**config.mk**
```make
export PLATFORM = sky130hd
export DESIGN_NAME = store_buffer
export DESIGN_NICKNAME = d
export VERILOG_FILES = /design/src/rtl/store_buffer_pkg.sv /design/src/rtl/store_buffer_fwd_lookup.sv /design/src/rtl/store_buffer.sv
export SDC_FILE = /design/constraint.sdc
export NUM_CORES = 1
export LEC_CHECK = 0
export CORE_AREA = 5 5 145 161
export DETAILED_ROUTE_END_ITERATION = 8
export DIE_AREA = 0 0 150 166
export DONT_BUFFER_PORTS = 1
export PLACE_DENSITY_LB_ADDON = 0.08
export SYNTH_ARGS = -nofsm -noshare
export SYNTH_HDL_FRONTEND = slang
export SYNTH_HIERARCHICAL = 1
export SYNTH_SLANG_ARGS = --single-unit
```
**constraint.sdc**
```tcl
create_clock -name clk -period 9.8 [get_ports clk]
set_input_delay 0.49 -clock clk [delete_from_list [all_inputs] [get_ports clk]]
set_output_delay 0.49 -clock clk [all_outputs]
set_load 0.05 [all_outputs]
```
**src/rtl/store_buffer_pkg.sv**
```systemverilog
`default_nettype none
// ============================================================================
// Module     : store_buffer_pkg
// Description: Shared types, defaults and helpers for the store buffer.
//              Load forwarding is enabled by defining STORE_BUF_FWD_EN.
// Revision   : 1.0 - initial release
// ============================================================================
package store_buffer_pkg;

    localparam int SB_WIDTH_DEFAULT = 32;
    localparam int SB_DEPTH_DEFAULT = 4;

    // One buffered store at the default datapath width
    typedef struct packed {
        logic [SB_WIDTH_DEFAULT-1:0] addr;
        logic [SB_WIDTH_DEFAULT-1:0] data;
    } sb_entry_t;

    // Pointer width: one extra bit over the index so full and empty differ
    function automatic int sb_ptr_w(input int depth);
        return $clog2(depth) + 1;
    endfunction

endpackage : store_buffer_pkg
`default_nettype wire

```
**src/rtl/store_buffer_fwd_lookup.sv**
```systemverilog
`default_nettype none
// ============================================================================
// Module     : sb_fwd_lookup
// Description: Combinational youngest-first word-address match over the
//              store buffer entries. Only built when STORE_BUF_FWD_EN is
//              defined in the store_buffer top.
// Revision   : 1.0 - initial release
// ============================================================================
module sb_fwd_lookup
    import store_buffer_pkg::*;
#(
    parameter int n     = SB_WIDTH_DEFAULT,
    parameter int DEPTH = SB_DEPTH_DEFAULT,
    parameter int PW    = sb_ptr_w(SB_DEPTH_DEFAULT)
) (
    input  logic [n-3:0]   word_addr_i,
    input  logic [n-3:0]   entry_word_addr_i [DEPTH],
    input  logic [n-1:0]   entry_data_i      [DEPTH],
    input  logic [PW-1:0]  rd_ptr_i,
    input  logic [PW-1:0]  count_i,
    output logic           hit_o,
    output logic [n-1:0]   data_o
);

    logic [PW-2:0] slot;

    // Walk oldest to youngest so the youngest matching entry wins
    always_comb begin
        hit_o  = 1'b0;
        data_o = '0;
        slot   = '0;
        for (int i = 0; i < DEPTH; i++) begin
            slot = rd_ptr_i[PW-2:0] + (PW-1)'(i);
            if ((PW'(i) < count_i) && (entry_word_addr_i[slot] == word_addr_i)) begin
                hit_o  = 1'b1;
                data_o = entry_data_i[slot];
            end
        end
    end

endmodule : sb_fwd_lookup
`default_nettype wire

```
**src/rtl/store_buffer.sv**
```systemverilog
`default_nettype none
// ============================================================================
// Module     : store_buffer
// Description: Posted-write FIFO between the cpu data port and data memory.
//              Stores are accepted in one cycle and drained oldest-first over
//              a valid/ready write channel; loads pass straight to memory.
//              Define STORE_BUF_FWD_EN to forward buffered store data to loads.
// Revision   : 1.0 - initial release
// ============================================================================
module store_buffer
    import store_buffer_pkg::*;
#(
    parameter int n     = SB_WIDTH_DEFAULT,
    parameter int DEPTH = SB_DEPTH_DEFAULT
) (
    input  logic          clk,
    input  logic          reset,
    input  logic          memwrite,
    input  logic [n-1:0]  aluout,
    input  logic [n-1:0]  writedata,
    output logic [n-1:0]  readdata,
    output logic [n-1:0]  mem_raddr,
    input  logic [n-1:0]  mem_rdata,
    output logic          mem_wvalid,
    output logic [n-1:0]  mem_waddr,
    output logic [n-1:0]  mem_wdata,
    input  logic          mem_wready,
    output logic          full,
    output logic          empty,
    output logic          overflow
);

    localparam int PW = sb_ptr_w(DEPTH);
    localparam int IW = PW - 1;

    logic [PW-1:0] wr_ptr_q, wr_ptr_d;
    logic [PW-1:0] rd_ptr_q, rd_ptr_d;
    logic          overflow_q, overflow_d;
    logic [n-1:0]  addr_q [DEPTH];
    logic [n-1:0]  data_q [DEPTH];

    logic          deq;
    logic          enq;

    // Occupancy decode: equal pointers are empty, MSB-only difference is full
    always_comb begin
        empty = (wr_ptr_q == rd_ptr_q);
        full  = (wr_ptr_q == {~rd_ptr_q[PW-1], rd_ptr_q[IW-1:0]});
    end

    assign mem_wvalid = ~empty;
    assign mem_waddr  = addr_q[rd_ptr_q[IW-1:0]];
    assign mem_wdata  = data_q[rd_ptr_q[IW-1:0]];
    assign mem_raddr  = aluout;
    assign overflow   = overflow_q;

    // A full buffer may still take a store when the head drains this cycle
    always_comb begin
        deq        = mem_wvalid & mem_wready;
        enq        = memwrite & (~full | deq);
        wr_ptr_d   = wr_ptr_q + PW'(enq);
        rd_ptr_d   = rd_ptr_q + PW'(deq);
        overflow_d = overflow_q | (memwrite & full & ~deq);
    end

    // Pointer and sticky-flag state; reset discards any pending stores
    always_ff @(posedge clk) begin
        if (!reset) begin
            wr_ptr_q   <= '0;
            rd_ptr_q   <= '0;
            overflow_q <= 1'b0;
        end else begin
            wr_ptr_q   <= wr_ptr_d;
            rd_ptr_q   <= rd_ptr_d;
            overflow_q <= overflow_d;
        end
    end

    // Entry storage, written at the tail; cleared so the idle channel reads zero
    always_ff @(posedge clk) begin
        if (!reset) begin
            for (int i = 0; i < DEPTH; i++) begin
                addr_q[i] <= '0;
                data_q[i] <= '0;
            end
        end else if (enq) begin
            addr_q[wr_ptr_q[IW-1:0]] <= aluout;
            data_q[wr_ptr_q[IW-1:0]] <= writedata;
        end
    end

`ifdef STORE_BUF_FWD_EN
    logic [PW-1:0] count;
    logic [n-3:0]  entry_word_addr [DEPTH];
    logic          fwd_hit;
    logic [n-1:0]  fwd_data;

    assign count = wr_ptr_q - rd_ptr_q;

    for (genvar g = 0; g < DEPTH; g++) begin : g_word_addr
        assign entry_word_addr[g] = addr_q[g][n-1:2];
    end

    sb_fwd_lookup #(
        .n     (n),
        .DEPTH (DEPTH),
        .PW    (PW)
    ) u_fwd_lookup (
        .word_addr_i       (aluout[n-1:2]),
        .entry_word_addr_i (entry_word_addr),
        .entry_data_i      (data_q),
        .rd_ptr_i          (rd_ptr_q),
        .count_i           (count),
        .hit_o             (fwd_hit),
        .data_o            (fwd_data)
    );

    // Registered entries only, so a store in the same cycle never forwards
    always_comb begin
        readdata = fwd_hit ? fwd_data : mem_rdata;
    end
`else
    // No forwarding: loads always come from memory
    always_comb begin
        readdata = mem_rdata;
    end
`endif

endmodule : store_buffer
`default_nettype wire

```
# == Word level (Yosys, flattened, before mapping) ==
# Memory sizes are Yosys's and may differ from the RTL's. A register that Yosys moved wholly into a read port is not among the register bits.
# Index checks and enable logic that the tools add are counted.
# word_totals
ff_bits,7
ramBits,256
in_bits,100
out_inout_bits,132
word_cells,33
mem_count,2
# op_classes
addsub,2
eq_ne,2
n_mux,12
bitwise_logic,10
reduce_logical,2
# memory_table
name,depth,word_bits,rd,rd_ports_with_merged_regs,wr,line,source
addr_q,4,32,1,1,4,store_buffer.sv:39,logic [n-1:0] addr_q [DEPTH];
data_q,4,32,1,1,4,store_buffer.sv:40,logic [n-1:0] data_q [DEPTH];
# op_table
op,count
2-to-1 mux 32 bit,2
OR reduction 32 bit,2
2-to-1 mux 2 bit,4
adder 3 x 1 -> 3 bit,2
equality test 3 bit,2
2-to-1 mux 1 bit,6
AND 1 bit,4
inverter 1 bit,4
bitwise OR 1 bit,2

# == Longest topological paths before layout ==
# Gate-level depths: netlist of the first run.
# depth
depth_word,10
ltp_mapped,9
depth_no_buf,7

# == Worst setup path before layout of the first run ==
# OpenSTA, ideal clock, no wires.
# synth_path
kind,flip-flop to flip-flop
start,reg wr_ptr_q[0]
end,"mem addr_q[0][0] in the netlist's numbering, enable pin"
setup_time_ps,574
arrival_time_ps,5700
required_ps,9226
path_slack_ps,3526
path_stages_with_launch,5
n_path_buf,1
period_less_slack_ps,6274
path_cell_list,dfxtp_1 -> xor2_1 -> o41ai_2 -> buf_4 -> o21ai_0
# synth_lines
item,line,source
from (decl),store_buffer.sv:36,"logic [PW-1:0] wr_ptr_q, wr_ptr_d;"
from (signal assigned),store_buffer.sv:73,wr_ptr_q <= wr_ptr_d;
to (decl),store_buffer.sv:39,

==> out/metrics.cfg, run 1 <==
[status]
outcome = finished, final reports clean

[cells_and_area]
diodes = 0
final_cells = 1037
ff_latch_area_mm2 = 0.00784
layout_common_cells = nor2_1 (259), edfxtp_1 (256), nand2_1 (65)
multi_input_area_mm2 = 0.00303
final_util_pct = 55.9
area_delta_synth_final_pct = 4.51
final_cell_area_mm2 = 0.0121
drive_gt1_share_pct = 16.3
n_fill_cell = 1784
final_common_cell = nor2_1
layout.nets = 827

[synthesis]
ys_warn_count = 6
syn_area_mm2 = 0.0116
yosysSeqAreaShare_pct = 67.5
synth_cell_type_count = 23
syn_nets = 901
netlist_instances = 797
ys_ff_latch = 263
syn_avg_cell_area_um2 = 14.5

[power_and_ir_drop]
power_frac_comb_pct = 20.1
total_power_mw = 2.89
power.leakage_nw = 4.27
seq_power_share_pct = 47.7
power_frac_clock_pct = 32.2
vdd_drop_max_v = 0.000152
power.share.switching_pct = 30.8
p_switching_mw = 0.891
p_int_mw = 2.00
power.density_mw_per_mm2 = 239

[sta]
period_needed_ps = 3610
tns_ps = 0
hold_viol = 0
worst_slack_ps = 6190
clock_skew_ps = 8.45
rsz0062_at_grt = no
post-route-period-util_pct = 36.8
setup_violations = 0
slew_viol_final = 0
max_slew_margin_pct = 28.2
final.hold.worst_slack_ps = 97.1
fmax_ghz = 0.277
worst_pin_slew_ps = 1080

[run]
drv_cap = 0

[placement]
pre_cts_ws_ps = 6070
dpl.hpwl_mm = 13.2
dpl_cell_area_mm2 = 0.0113
gp_congestion = 0.725
placedCellCount = 989
numPortBuffers = 0

[worst_setup_path]
crit_path_max_incr_delay_ps = 870
crit_type = register to register
required_ps = 9950
path_cells = xor2_1 > nor4_4 > o21ai_4 > buf_4
r2r_end = data_q[3][30]$_DFFE_PP_
reg2regPathDepth = 4
cp-end-kind = register
r2r-start = rd_ptr_q[0]$_SDFF_PN0_
cp_slowest_cell = o21ai_4
crit_arrival_ps = 3760
crit_path_start_kind = register
path_max_fanout = 36
cp_num_buf_inv = 1
reg2reg_slack_ps = 6190
critPathTopFamily = compound AO/OA/AOI/OAI gates

[clock_tree]
cts_hold_buf = 0
h-tree-depth = 1
cts_tree = done
insertion_delay_ps = 520
cts_setup_buffers = 0
cts_buffers = 27
cts.clk_slew.worst_paths_ps = 60
cts_buffer_depth = 3
cts_root_buf = clkbuf_16
cts_resized = 0
numClockSinks = 263

[die]
io_pins = 232
die_h_um = 166
core_mm2 = 0.0217
rows = 57
die_x_um = 150
die_area_mm2 = 0.0249
start_util_pct = 53.5

[min_path]
hp-start = reset
hold_path_class = primary input to register
hold_end = rd_ptr_q[0]$_SDFF_PN0_
hold_depth = 1

[route]
viasPerCell = 5.76
post_drt_wl_per_cell_um = 23.2
drc = 0
first_pass_iters = 4
antenna_left = 0
drtIter0Drc = 453
vias = 5973
finalWirelength_mm = 24.1

[global_route]
grt_pass1_wl_mm = 37.1
track_usage_pct = 19.4
grt_pass1_vias = 6450
grt_max_degree = 67
grt_antenna_before_repair = 0
overflow = 0

## power groups by stage
| stage | combinational, mW | sequential (mW) | clock [mW] |
|---|---|---|---|
| detailed placement | 0.589 | 1.41 | 0 |
| global placement | 0.586 | 1.40 | 0 |
| finish | 0.580 | 1.38 | 0.931 |
| CTS | 0.591 | 1.38 | 0.952 |
| floorplan | 0.612 | 1.37 | 0 |
| global route | 0.608 | 1.39 | 1.01 |
## cell families after synthesis
logic type               share of synthesized area (%)
AND/OR/NAND/NOR                                   11.3
multiplexers                                      12.4
adder cells (fa/ha/maj)                          0.432
buffers and inverters                             7.04
XOR/XNOR                                         0.508
AO/OA/AOI/OAI                                    0.734
flip-flops                                        67.5
## final cells by class
| class | instances | share of cell area [%] |
|---|---|---|
| Inverter | 1 | 0.0310 |
| Sequential cell | 263 | 64.7 |
| Multi-Input combinational cell | 419 | 25.0 |
| Tap cell | 295 | 3.05 |
| Timing Repair Buffer | 11 | 0.682 |
| Clock inverter | 12 | 0.713 |
| Clock buffer | 36 | 5.86 |
## cells in the mapped netlist
| cell type | instances | area share [%] |
|---|---|---|
| nand2_1 | 65 | 2.1 |
| ha_1 | 4 | 0.43 |
| clkbuf_1 | 18 | 0.58 |
| buf_4 | 68 | 4.4 |
| a22o_1 | 1 | 0.076 |
| xor2_1 | 3 | 0.23 |
| a21boi_0 | 1 | 0.065 |
| nor2_1 | 259 | 8.4 |
| dfxtp_1 | 7 | 1.2 |
| o21ai_0 | 4 | 0.17 |
| inv_1 | 1 | 0.032 |
| xnor2_2 | 1 | 0.14 |
| nor3_1 | 1 | 0.043 |
| mux4_2 | 64 | 12 |
| nor4_4 | 1 | 0.18 |
| o41ai_2 | 3 | 0.42 |
| nand3_1 | 1 | 0.043 |
| and2_1 | 8 | 0.43 |
| nor2b_1 | 2 | 0.11 |
| edfxtp_1 | 256 | 66 |
| xor2_2 | 1 | 0.14 |
| buf_2 | 13 | 0.56 |
| buf_6 | 15 | 1.5 |
## worst reg2reg max path: cells and delay by family (launching register included)
kind,cells,cell delay (ps)
buf+inv,1,630
compound gates,1,870
simple gates,1,90
flops,1,840
xor+xnor,1,800
## layer usage
metal	track usage (%)	wire [µm]	vias to the layer above
li1	-	-	2646
met2	32.5	11900	281
met5	0	0	-
met4	5.13	517	0
met1	25.1	9160	3007
met3	5.62	2480	39
## state kept, by name, summed over array words and instances (netlist names)
register,flops
addr_q,128
wr_ptr_q,3
data_q,128
rd_ptr_q,3
overflow,1
## how the worst max path moves through the flow
stage	start	cells after the start	to
after floorplan	wr_ptr_q[0]$_SDFF_PN0_	4	addr_q[0][0]$_SDFFCE_PN0P_
after global placement	rd_ptr_q[0]$_SDFF_PN0_	4	addr_q[0][1]$_SDFFCE_PN0P_
after detailed placement	rd_ptr_q[0]$_SDFF_PN0_	4	data_q[0][23]$_SDFFCE_PN0P_
after CTS	rd_ptr_q[0]$_SDFF_PN0_	4	addr_q[0][1]$_SDFFCE_PN0P_
after global routing	rd_ptr_q[0]$_SDFF_PN0_	4	addr_q[0][1]$_SDFFCE_PN0P_
final	rd_ptr_q[0]$_SDFF_PN0_	4	data_q[3][30]$_DFFE_PP_
No activity file was read; power rests on OpenSTA's default activity.
==> run 2, diff against run 1 <==
--- a/config.mk
+++ b/config.mk
@@ -5,9 +5,10 @@
 export SDC_FILE = /design/constraint.sdc
 export NUM_CORES = 1
 export LEC_CHECK = 0
-export CORE_AREA = 5 5 145 161
+export ABC_AREA = 1
+export CORE_AREA = 5 5 146 162
 export DETAILED_ROUTE_END_ITERATION = 8
-export DIE_AREA = 0 0 150 166
+export DIE_AREA = 0 0 151 167
 export DONT_BUFFER_PORTS = 1
 export PLACE_DENSITY_LB_ADDON = 0.08
 export SYNTH_ARGS = -nofsm -noshare
==> constraint.sdc (replaced) <==
create_clock -name clk -period 3.8 [get_ports clk]
set_input_delay 0.19 -clock clk [delete_from_list [all_inputs] [get_ports clk]]
set_output_delay 0.19 -clock clk [all_outputs]
set_load 0.05 [all_outputs]
==> out/metrics.cfg, run 2 <==
[die]
core_mm2 = 0.0218
io_pins = 232
die_x_um = 151
rows = 57
die_h_um = 167
start_util_pct = 54.2
die_area_mm2 = 0.0252

[route]
first_pass_iters = 5
vias = 8229
post_drt_wl_per_cell_um = 20.0
dr_wl_met3_mm = 2.04
viasPerCell = 5.66
met2WireLength_mm = 14.7
top_layer = met4
antenna_left = 0
drtIter0Drc = 588
drc = 0
finalWirelength_mm = 29.1
met1Wirelength_mm = 11.8

[worst_setup_path]
crit_path_start_kind = register
cp_slowest_cell = dfxtp_2
reg2reg_slack_ps = 1060
cp_num_buf_inv = 3
crit_top_cell = buf_4
path_cells = inv_2 > buf_4 > o21ai_0 > o22ai_1 > buf_4
crit_type = register to primary output
critPathTopFamily = buffers and inverters
r2r-start = rd_ptr_q[0]$_SDFF_PN0_
path_max_fanout = 52
r2r_end = data_q[1][3]$_SDFFCE_PN0P_
cp-end-kind = primary output
crit_start = rd_ptr_q[1]$_SDFF_PN0_
crit_arrival_ps = 2950
crit_path_max_incr_delay_ps = 900
required_ps = 3610
reg2regPathDepth = 9

[global_route]
track_usage_pct = 22.9
overflow = 0
grt_pass1_wl_mm = 45.3
grt_pass1_vias = 8209
grt_antenna_before_repair = 0
grt_max_degree = 95

[min_path]
hold_end = overflow$_SDFF_PN0_
hp-start = mem_wready
hold_depth = 4
hold_path_class = primary input to register

[synthesis]
ys.flop_type = edfxtp_1
yosysTopAreaCellShare_pct = 64.9
synth-edff-count = 256
synth_cell_type_count = 20
ys_async_sr_fraction_pct = 0
ys_warn_count = 6
synth_top_cells_by_count = nor2_1 (263), edfxtp_1 (256), o21ai_0 (131)
yosys.area.top_type = edfxtp_1
netlist_instances = 1106
syn_avg_cell_area_um2 = 10.7
synthTopCellsByArea = edfxtp_1 (65%), nor2_1 (8.3%), o21ai_0 (5.5%)
ys_ff_latch = 263
syn_area_mm2 = 0.0118
yosysSeqAreaShare_pct = 66.1
synthMostInstantiatedCell = nor2_1
syn_nets = 1210

[clock_tree]
cts_buffer_depth = 3
cts_setup_buffers = 0
numClockSinks = 263
cts_root_buf = clkbuf_16
h-tree-depth = 1
cts.clk_slew.worst_paths_ps = 60
cts_tree = done
cts_buffers = 27
insertion_delay_ps = 520

[cells_and_area]
area_delta_synth_final_pct = 14.7
drive_gt1_share_pct = 11.9
final_cell_area_mm2 = 0.0136
n_fill_cell = 1814
diodes = 0
final_common_cell = nor2_1
top_regs = addr_q x128, data_q x128
layout_common_cells = nor2_1 (263), edfxtp_1 (256), o21ai_0 (128), nor3_1 (128), buf_4 (82)
layout.nets = 1243

[sta]
tns_ps = 0
clock_skew_ps = 10.1
final.hold.worst_slack_ps = 124
worst_slack_ps = 660
max_slew_margin_pct = 35.2
slew_viol_final = 0
worst_pin_slew_ps = 972
rsz0062_at_grt = no
post-route-period-util_pct = 82.6
hold_viol = 0
setup_violations = 0
fmax_ghz = 0.319
period_needed_ps = 3140

[run]
drv_cap = 0

[placement]
numPortBuffers = 0
dpl.hpwl_mm = 14.9
gp_congestion = 0.750
dpl_cell_area_mm2 = 0.0121
pre_cts_ws_ps = 1050

[power_and_ir_drop]
power.leakage_nw = 5.29
vdd_drop_max_v = 0.000459
power.density_mw_per_mm2 = 601

[status]
outcome = finished, final reports clean

-- run 2: changes by cell type in the layout (fill, tap and decap cells not counted), moves of 67 or more --
cell / delta
o21ai_0: +128
dlygate4sd3_1: +67
inv_1: +73
nor3_1: +127
buf_4: +71
-- run 2: cell families after synthesis --
| logic type | Yosys count | synth area share (%) |
|---|---|---|
| XOR/XNOR | 1 | 0.0740 |
| adder cells (fa/ha/maj) | 4 | 0.423 |
| AND/OR/NAND/NOR | 415 | 14.6 |
| buffers and inverters | 226 | 9.77 |
| AO/OA/AOI/OAI | 197 | 9.03 |
| flip-flops | 263 | 66.1 |
-- run 2: power by group --
part | internal [mW] | total [mW] | switching (mW)
clock | 1.48 | 2.52 | 1.05
sequential | 3.38 | 3.48 | 0.100
combinational | 0.567 | 2.15 | 1.59
total | 5.43 | 8.16 | 2.73
-- run 2: per-stage QoR --
step	total power, mW	std cells	util, %
2_1_floorplan	5.19	1106	-
5_1_grt	8.47	1454	62.2
3_5_place_dp	5.66	1338	55.3
3_3_place_gp	5.65	1338	55.3
6_report	8.16	1454	62.2
4_1_cts	8.22	1454	62.2
-- run 2: worst max-delay path by stage --
| stage | end | cells past startpoint |
|---|---|---|
| floorplan | addr_q[0][0]$_SDFFCE_PN0P_ | 7 |
| global placement | addr_q[1][6]$_SDFFCE_PN0P_ | 9 |
| detailed placement | data_q[1][28]$_SDFFCE_PN0P_ | 7 |
| CTS | mem_wdata[18] | 5 |
| global route | mem_waddr[31] | 5 |
| finish | mem_wdata[20] | 5 |
-- run 2: what timing repair did --
action,CTS,global route
resized for setup,0,0
hold buffers,67,0
endpoints found under the hold margin,205,0
-- run 2: worst min-delay path: stages --
cell and delay [ps]:
inv_1 20, nand4_1 130, nor2_1 90, o21a_1 160
-- run 2: per-layer routing --
metal,up-vias,track usage [%]
met5,-,0
met4,0,6.23
met3,45,3.70
met2,271,39.7
met1,4055,29.9
li1,3858,-
-- run 2: area by class of cell --
cell class / count / area, µm² / share of cell area, %
well taps: 295 / 369 / 2.72
clock buffers: 36 / 729 / 5.37
multi-input cells: 617 / 2910 / 21.4
inverters: 79 / 299 / 2.20
repair buffers: 151 / 1330 / 9.76
flip-flops and latches: 263 / 7840 / 57.7
clock inverters: 13 / 113 / 0.829
